--- src/rtl/bitmem_pkg.sv ---
// rtl/bitmem_pkg.sv - shared widths and loader state encoding for the 16x1 bit memory
package bitmem_pkg;

   localparam int BITMEM_ADDR_W = 4;
   localparam int BITMEM_WORD_W = 16;

   typedef enum logic [1:0] {
      IDLE  = 2'd0,
      WRITE = 2'd1,
      CHECK = 2'd2
   } bitmem_loader_state_e;

endpackage

--- src/rtl/bitmem_loader.sv ---
// rtl/bitmem_loader.sv - serialises a masked word into one bit-memory write per cycle
// Optional read-back check of every written bit when BITMEM_LOADER_VERIFY_EN is defined.
module bitmem_loader
   import bitmem_pkg::*;
#(
   parameter int ADDR_W = BITMEM_ADDR_W,
   parameter int WORD_W = 2**ADDR_W
) (
   input  logic              clk,
   input  logic              rst_ni,
   input  logic              in_valid_i,
   output logic              in_ready_o,
   input  logic [WORD_W-1:0] in_data_i,
   input  logic [WORD_W-1:0] in_mask_i,
   output logic              wen_o,
   output logic [ADDR_W-1:0] waddr_o,
   output logic              wdata_o,
   output logic              busy_o,
`ifdef BITMEM_LOADER_VERIFY_EN
   output logic [ADDR_W-1:0] raddr_o,
   input  logic              rdata_i,
   output logic              err_o,
`endif
   output logic              done_o
);

   localparam logic [ADDR_W-1:0] LAST = ADDR_W'(WORD_W - 1);

   bitmem_loader_state_e state_q;
   logic [ADDR_W-1:0]    cnt_q;
   logic [WORD_W-1:0]    data_q;
   logic [WORD_W-1:0]    mask_q;
   logic                 done_q;
   logic                 last;

   assign last = (cnt_q == LAST);

`ifdef BITMEM_LOADER_VERIFY_EN
   logic err_q;
   logic mismatch;

   // Only bits the word actually wrote are expected to match.
   assign mismatch = mask_q[cnt_q] && (rdata_i != data_q[cnt_q]);
`endif

   always_ff @(posedge clk or negedge rst_ni) begin
      if (!rst_ni) begin
         state_q <= IDLE;
         cnt_q   <= '0;
         data_q  <= '0;
         mask_q  <= '0;
         done_q  <= 1'b0;
`ifdef BITMEM_LOADER_VERIFY_EN
         err_q   <= 1'b0;
`endif
      end else begin
         done_q <= 1'b0;
         case (state_q)
            IDLE: begin
               if (in_valid_i) begin
                  data_q  <= in_data_i;
                  mask_q  <= in_mask_i;
                  cnt_q   <= '0;
                  state_q <= WRITE;
`ifdef BITMEM_LOADER_VERIFY_EN
                  err_q   <= 1'b0;
`endif
               end
            end
            WRITE: begin
               cnt_q <= cnt_q + ADDR_W'(1);
               if (last) begin
`ifdef BITMEM_LOADER_VERIFY_EN
                  state_q <= CHECK;
`else
                  state_q <= IDLE;
                  done_q  <= 1'b1;
`endif
               end
            end
`ifdef BITMEM_LOADER_VERIFY_EN
            CHECK: begin
               cnt_q <= cnt_q + ADDR_W'(1);
               if (mismatch) begin
                  err_q <= 1'b1;
               end
               if (last) begin
                  state_q <= IDLE;
                  done_q  <= 1'b1;
               end
            end
`endif
            default: state_q <= IDLE;
         endcase
      end
   end

   // Every output is a decode of registered state; the async reset therefore drops wen_o at once.
   assign in_ready_o = (state_q == IDLE);
   assign busy_o     = (state_q != IDLE);
   assign wen_o      = (state_q == WRITE) && mask_q[cnt_q];
   assign waddr_o    = (state_q == WRITE) ? cnt_q : '0;
   assign wdata_o    = (state_q == WRITE) && data_q[cnt_q];
   assign done_o     = done_q;

`ifdef BITMEM_LOADER_VERIFY_EN
   assign raddr_o = (state_q == CHECK) ? cnt_q : '0;
   assign err_o   = err_q;
`endif

endmodule

--- config.mk ---
export PLATFORM = sky130hd
export DESIGN_NAME = bitmem_loader
export DESIGN_NICKNAME = d
export VERILOG_FILES = /design/src/rtl/bitmem_pkg.sv /design/src/rtl/bitmem_loader.sv
export SDC_FILE = /design/constraint.sdc
export NUM_CORES = 1
export LEC_CHECK = 0
export CAP_MARGIN = 20
export CORE_AREA = 2 2 64 66
export DETAILED_ROUTE_END_ITERATION = 12
export DIE_AREA = 0 0 66 68
export MAX_ROUTING_LAYER = met4
export PLACE_DENSITY = 0.76
export SYNTH_ARGS = -nofsm -noshare
export SYNTH_HDL_FRONTEND = slang
export SYNTH_SLANG_ARGS = --single-unit
--- constraint.sdc ---
create_clock -name clk -period 1.7 [get_ports clk]
set_input_delay 0.34 -clock clk [delete_from_list [all_inputs] [get_ports clk]]
set_output_delay 0.34 -clock clk [all_outputs]
set_load 0.05 [all_outputs]
---- Yosys cells after proc, flatten, opt, wreduce, memory -nomap -nowiden ----
Cells that the tools add are included.
word-level totals
  bits in registers ....................... 39
  output and inout port bits .............. 9
operators by class
  $add $sub $neg .......................... 1
  magnitude comparators ................... 1
  equality and inequality tests ........... 4
  multiplexer cells ....................... 12
  reduce and logical (&&, ||, !) cells .... 8
operator list
  kind                                                                          count
  1-bit binary-select mux with 4-bit select                                     2
  4-bit 2-to-1 mux                                                              2
  4-bit case mux with 2 select lines                                            1
  2-bit AND reduction                                                           3
  4-bit by 5-bit less-than comparator with 1-bit output, second input constant  1
  4-bit by 1-bit adder with 4-bit output, second input constant                 1
  4-bit == test, second input constant                                          1
  1-bit 2-to-1 mux                                                              4
  2-bit 2-to-1 mux                                                              2
  2-bit inequality test, second input constant                                  2
  2-bit case mux with 2 select lines                                            1
  2-bit nonzero test                                                            2
  2-bit by 1-bit == test with 1-bit output, second input constant               1
  1-bit logical AND                                                             2
  2-bit logical NOT                                                             1

---- Longest topological paths before layout ----
Gate-level depths: netlist (run 1).
  word-level depth ........................ 3
  gate-level depth with buffers ........... 6
  gate-level depth less buffers ........... 4

---- Worst setup path before layout (run 1) ----
Ideal clock, no wire load.
  path type ............................... reg-to-output
  from .................................... register cnt_q[0]
  to ...................................... output port wdata_o
  arrival ................................. 1.716 ns
  required time ........................... 1.360 ns
  path slack .............................. -0.356 ns
  cell stages (with the launch flop) ...... 6
  buffers on the path ..................... 2
  cell sequence ........................... dfrtp_1 -> buf_6 -> buf_12 -> mux4_2 -> mux2i_1 -> o21ai_1
on the way
  cells in the longest elaborated chain, start to end .. 3
RTL lines
  item                                       line                  source
  from (decl)                                bitmem_loader.sv:30   logic [ADDR_W-1:0] cnt_q;
  from (signal assigned)                     bitmem_loader.sv:71   cnt_q <= cnt_q + ADDR_W'(1);
  1-bit binary-select mux with 4-bit select  bitmem_loader.sv:103  assign wdata_o = (state_q == WRITE) && data_q[cnt_q];
  1-bit 2-to-1 mux (not written as such)     bitmem_loader.sv:103
  1-bit logical AND                          bitmem_loader.sv:103
  to (decl)                                  bitmem_loader.sv:17   output logic wdata_o,
Every way passes these cells. The select of a mux whose other input is x is not followed.

---- Worst setup path in the final report (run 1) ----
Same ends and word-level chain as after synthesis.

==> results of run 1 <==
==> through the flow <==
step           utilization  hold WS (ns)  setup WS, ns  total power, mW
4_1_cts             0.6476       0.04824       -0.4341            5.256
3_3_place_gp        0.6152        0.3449       -0.1881            4.293
3_5_place_dp        0.6152        0.3565       -0.2090            4.383
2_1_floorplan            -       0.04441      -0.07569            3.505
5_1_grt             0.6509       0.08295       -0.4774            5.552
6_report            0.6509       0.04009       -0.4106            5.244
==> logic make-up after synthesis <==
group	after synthesis
buf+inv	10
fa+ha+maj	1
compound gates	9
xor+xnor	1
flops	38
mux	44
simple gates	21
==> critical path, cell delays in order, from the launching register on <==
cell and delay (ns):
dfrtp_1 0.39, buf_6 0.14, mux4_2 0.51, mux2i_2 0.22
o21ai_4 0.08, buf_6 0.15
==> layer usage <==
layer	routed length, um	vias up	track usage
met1	1448	591	0.2228
met3	143	8	0.04276
met4	72	0	0.08163
met2	2120	31	0.3346
li1	-	555	-
met5	0	-	-
==> layout make-up <==
cell class / instances / area share
Timing Repair Buffer: 57 / 0.2383
Clock buffer: 6 / 0.03290
Tap cell: 50 / 0.02493
Inverter: 3 / 0.005982
Sequential cell: 38 / 0.3804
Multi-Input combinational cell: 76 / 0.3175
==> what timing repair did <==
action | CTS | global route
gates resized for setup | 15 | 2
cloned | 0 | 0
endpoints found under the setup margin | 3 | 4
pin swaps | 1 | 0
endpoints found under the hold margin | 0 | 0
setup buffers | 1 | 1
==> path summary, 6_finish.rpt <==
| check | start | to | slack (ns) |
|---|---|---|---|
| setup / recovery | cnt_q[0]$_DFFE_PN0P_ | wdata_o | -0.41 |
| hold / removal | rst_ni | mask_q[7]$_DFFE_PN0P_ | 0.04 |
| setup reg to reg | state_q[0]$_DFFE_PN0P_ | mask_q[1]$_DFFE_PN0P_ | 0.20 |
| hold reg to reg | data_q[12]$_DFFE_PN0P_ | data_q[12]$_DFFE_PN0P_ | 0.50 |
| max in group asynchronous | rst_ni | cnt_q[1]$_DFFE_PN0P_ | 1.04 |
| min in group clk | data_q[12]$_DFFE_PN0P_ | data_q[12]$_DFFE_PN0P_ | 0.50 |
==> flip-flops by register name (all words and copies together), names as in the netlist <==
name / flops
data_q: 16
mask_q: 16
done_o: 1
cnt_q: 4
state_q: 1
==> power by group through the flow <==
stage / clock, mW / combinational [mW] / sequential [mW]
2_1_floorplan: 0 / 1.94 / 1.57
3_3_place_gp: 0 / 2.62 / 1.67
3_5_place_dp: 0 / 2.70 / 1.69
4_1_cts: 0.613 / 2.94 / 1.71
5_1_grt: 0.650 / 3.13 / 1.77
6_report: 0.593 / 2.94 / 1.71
==> cell usage in the layout, fill, tap and decap left out, types with 2 or more instances in the layout <==
cell type         n
dfrtp_1          35
clkdlybuf4s50_1  33
mux2_2           32
buf_4            13
nand2_1           6
mux4_2            6
clkbuf_8          6
buf_12            6
mux2i_1           4
buf_6             4
a21oi_1           3
o21ai_0           3
dfrtp_2           3
and2_1            2
mux2i_2           2
nand2b_4          2
o21ai_4           2
inv_1             2
nand3_1           2
==> key figures, run 1 <==
Outcome
  • Status: complete, but fails checks
  • Failing checks: negative setup slack

Yosys
  • Synth top area share: 0.5379
  • Mean post-synth cell area: 14.26 sq um
  • Warnings from Yosys: 0
  • Proportion of synthesized area in mux cells: 0.3227
  • Register bit total from synthesis: 38
  • XOR/XNOR Fraction of Synth Area: 0.004954
  • Register area share after synthesis: 0.5379
  • Ys async rst share: 1.000
  • Distinct cells, synth: 25
  • Top post-synthesis cells by count: dfrtp_1, mux2_2, mux2i_1, nand2_1, buf_2
  • Most common cell in the netlist: dfrtp_1
  • Synth Net Count: 160
  • Synth Area in Adders: 0.007077
  • Gate Count Post-Synth: 124
  • Compound-cell area share of the yosys netlist: 0.02619
  • Synth area leader: dfrtp_1
  • Mapped Area: 1768 sq um
  • Area contributors post-synth: dfrtp_1, mux2_2, mux4_1, mux2i_1, mux4_2
  • Post-synth top flop: dfrtp_1
  • Main combinational cell family by area after synthesis: multiplexers
  • EDFF count, synth: 0
  • Post-Synth Simple-Gate Area: 0.06299

Global route
  • All-Layer GR Usage: 0.1947
  • Initial antenna violation count: 0
  • Total grt overflow: 0
  • First-pass GRT wire length: 6223 um
  • Vias in the first global route: 1280
  • Largest net degree at the start of global routing: 26

Cells and area
  • Final nets: 217
  • Post-route cell area: 2510 sq um
  • Layout area overhead: 41.97%
  • Final non-filler cell total: 230
  • Fill count: 297
  • Layout cells sized above 1: 0.4556
  • Multi-input gate area: 797.0 sq um
  • # diodes: 0
  • FF/Latch Area: 954.7 sq um

STA
  • RSZ-0062 raised after global routing: yes
  • Slew @ Worst Pin: 0.5519 ns
  • Worst Skew: 0.004662 ns
  • Final worst-path cycle share: 1.242
  • Fin. Hold Viols: 0
  • Setup TNS: -0.8131 ns
  • Min Tclk post-route: 2.111 ns
  • Slew margin rel.: 0.6321
  • Final Max Tran Viols: 0
  • Endpoints failing setup: 2
  • Fmax: 473.8 MHz
  • Setup ws final: -0.4106 ns

Worst setup path
  • Worst EP required: 1.36 ns
  • Worst Path Max Fanout: 4
  • Crit end category: output port
  • Depth of the worst register-to-register path: 4
  • CP Launch Type: flop
  • Critical path class: flop to output port
  • Worst EP arrival: 1.77 ns

Clock tree
  • H-tree levels: 2
  • CTS Hold Bufs: 0
  • Later-pin clock latency in the skew report: 0.28 ns
  • Total CTS buffers: 5
  • Root Buffer: clkbuf_8
  • CTS tree: done
  • # clock sinks: 38
  • CTS max path bufs: 2
  • Clk slew on worst S/H paths: 0.07 ns

Hold path
  • HP Class: input port to async pin

Routing
  • Total number of vias: 1185
  • Vias per cell: 5.152
  • Number of routed nets with antenna violations: 0
  • DR iter-0 viols: 31
  • Total routed wirelength: 3784 um
  • Post-route DRC: 0
  • DRT Pass-1 Iters: 4
  • WL per Instance: 16.45 um

Floorplanning
  • Ports: 44
  • Starting Density: 0.4585
  • Die height: 68 um
  • Die area: 4488 sq um
  • Core area: 3856 sq um
  • Die Wd: 66 um
  • # rows: 23

Flow run
  • Max Cap Viol: 0

Power and ir drop
  • Internal power: 3.267 mW
  • Sw frac: 0.3769
  • Combinational power share: 0.561
  • Maximum vdd drop: 0.8078 mV
  • NetSw: 1.976 mW
  • Power per cell area: 2089 nW/um^2
  • Pleak: 1.062 nW
  • Clk network pwr share: 0.113
  • Sequential share of power: 0.325

Placement
  • Cell Area, Placed: 2372 sq um
  • GP Congestion: 0.9210
  • Port buffer count: 43
  • Inst Count DP: 222
  • HPWL after detailed placement: 2811 um
Power figures use the tool's default switching activity.
==> run 2: changes to the inputs <==
--- a/config.mk
+++ b/config.mk
@@ -14,3 +14,4 @@
 export SYNTH_ARGS = -nofsm -noshare
 export SYNTH_HDL_FRONTEND = slang
 export SYNTH_SLANG_ARGS = --single-unit
+export TNS_END_PERCENT = 1
==> run 2 against run 1 <==
Compared with the run above:
- the flow still finishes with violations (negative setup slack)
- maximum frequency about the same
- power barely moved
- utilization is 0.097 points lower
- critical endpoint is now wen_o
- largest power group unchanged
- highest routed layer unchanged
==> key figures, run 2 (same netlist as run 1, synthesis figures left out) <==
STA
  • Setup ws final: -0.4106 ns
  • Slew margin rel.: 0.6332
  • RSZ-0062 raised after global routing: yes
  • Endpoints failing setup: 2
  • Slew @ Worst Pin: 0.5502 ns
  • Min Tclk post-route: 2.111 ns
  • Fmax: 473.8 MHz
  • Worst Skew: 0.004891 ns
  • Fin. Hold Viols: 0
  • Final Max Tran Viols: 0
  • Final worst-path cycle share: 1.242

Global route
  • All-Layer GR Usage: 0.1947
  • Largest net degree at the start of global routing: 26
  • Total grt overflow: 0
  • Vias in the first global route: 1280
  • Initial antenna violation count: 0
  • First-pass GRT wire length: 6223 um

Floorplanning
  • Die area: 4488 sq um
  • Ports: 44
  • Die height: 68 um
  • Die Wd: 66 um
  • # rows: 23
  • Core area: 3856 sq um
  • Starting Density: 0.4585

Flow run
  • Max Cap Viol: 0

Placement
  • GP Congestion: 0.9210
  • Port buffer count: 43
  • HPWL after detailed placement: 2811 um

Routing
  • Top Metal Used: met4
  • DR iter-0 viols: 39
  • Vias per cell: 5.165
  • WL per Instance: 16.52 um
  • Total number of vias: 1188
  • Number of routed nets with antenna violations: 0
  • Wire length on met3: 164 um
  • DR WL met2: 2096 um
  • DRT Pass-1 Iters: 4
  • Wl on met1: 1440 um
  • Total routed wirelength: 3799 um
  • Post-route DRC: 0

Worst setup path
  • Worst Path Max Fanout: 5
  • Worst EP arrival: 1.77 ns
  • Critical path class: flop to output port
  • Crit end category: output port
  • Worst EP required: 1.36 ns
  • CP Launch Type: flop

Cells and area
  • Most common cell after layout, fill and taps aside: dfrtp_1
  • Final nets: 217
  • Most frequent cells in the layout: dfrtp_1, clkdlybuf4s50_1, mux2_2, buf_4
  • Layout area overhead: 41.75%
  • Final Core Density: 0.6499
  • Fill count: 299
  • Multi-input gate area: 797.0 sq um
  • Layout cells sized above 1: 0.4500
  • Top flop regs: data_q: 16 flops, mask_q: 16 flops, cnt_q: 4 flops
  • FF/Latch Area: 954.7 sq um
  • # diodes: 0

Clock tree
  • CTS max path bufs: 2
  • Total CTS buffers: 5
  • Root Buffer: clkbuf_8
  • Clk slew on worst S/H paths: 0.07 ns
  • Later-pin clock latency in the skew report: 0.29 ns
  • H-tree levels: 2
  • # clock sinks: 38
  • CTS tree: done

Power and ir drop
  • Tot Pwr: 5.240 mW
  • Pleak: 1.072 nW
  • Power per cell area: 2091 nW/um^2
  • Maximum vdd drop: 0.8191 mV

Hold path
  • HP Class: input port to async pin

Outcome
  • Status: complete, but fails checks
  • Failing checks: negative setup slack
-- run 2: cell count changes in the layout (fill, tap and decap cells not counted), sizes merged --
cell      previous run  this run
clkinvlp             1         0
inv                  2         3
-- run 2: cell type report --
class                      count  area share
timing repair buffer          57      0.2386
sequential                    38      0.3809
inverter                       3    0.004493
tap                           50     0.02496
clock buffer                   6     0.03295
multi-input combinational     76      0.3180
-- run 2: stage by stage --
stage / worst slack (ns) / setup TNS (ns) / instances / hold WS (ns) / area [sq um]
finish: -0.4106 / -0.8063 / 230 / 0.03287 / 2506
global route: -0.4777 / -0.9329 / 230 / 0.08295 / 2506
CTS: -0.4343 / -0.8394 / 229 / 0.04824 / 2497
detailed placement: -0.2090 / -1.764 / 222 / 0.3565 / 2372
global placement: -0.1881 / -1.010 / 222 / 0.3449 / 2372
floorplan: -0.07569 / -0.1657 / 124 / 0.04441 / 1798
-- run 2: final timing paths --
kind / from / to / slack [ns] / cells after the start
min reg2reg: data_q[12]$_DFFE_PN0P_ / data_q[12]$_DFFE_PN0P_ / 0.50 / 1
max reg2reg: state_q[0]$_DFFE_PN0P_ / mask_q[1]$_DFFE_PN0P_ / 0.21 / 4
min: rst_ni / mask_q[7]$_DFFE_PN0P_ / 0.03 / 1
max: cnt_q[0]$_DFFE_PN0P_ / wen_o / -0.41 / 5
max in group asynchronous: rst_ni / cnt_q[1]$_DFFE_PN0P_ / 1.05 / 2
min in group clk: data_q[12]$_DFFE_PN0P_ / data_q[12]$_DFFE_PN0P_ / 0.50 / 1
-- run 2: power by group --
group | internal (mW) | total (mW) | switching (mW) | leakage, nW
Clock | 0.312 | 0.599 | 0.287 | 0.0431
Sequential | 1.37 | 1.71 | 0.343 | 0.451
Combinational | 1.59 | 2.93 | 1.35 | 0.578
Total | 3.26 | 5.24 | 1.98 | 1.07
-- run 2: repair_timing --
| action | CTS | global route |
|---|---|---|
| endpoints found under the setup margin | 3 | 4 |
| resized for setup | 15 | 1 |
| setup buffers | 1 | 1 |
| hold buffers | 0 | 0 |
-- run 2: critical path: stages (launching register included) --
cell     delay [ns]
dfrtp_1        0.39
buf_6          0.15
mux4_2         0.51
mux2i_2        0.21
o21ai_4        0.07
buf_6          0.15
-- run 2: routing by layer --
layer / track usage / up-vias
li1: - / 555
met4: 0.08163 / 0
met2: 0.3346 / 31
met1: 0.2228 / 591
met5: - / -
met3: 0.04276 / 11
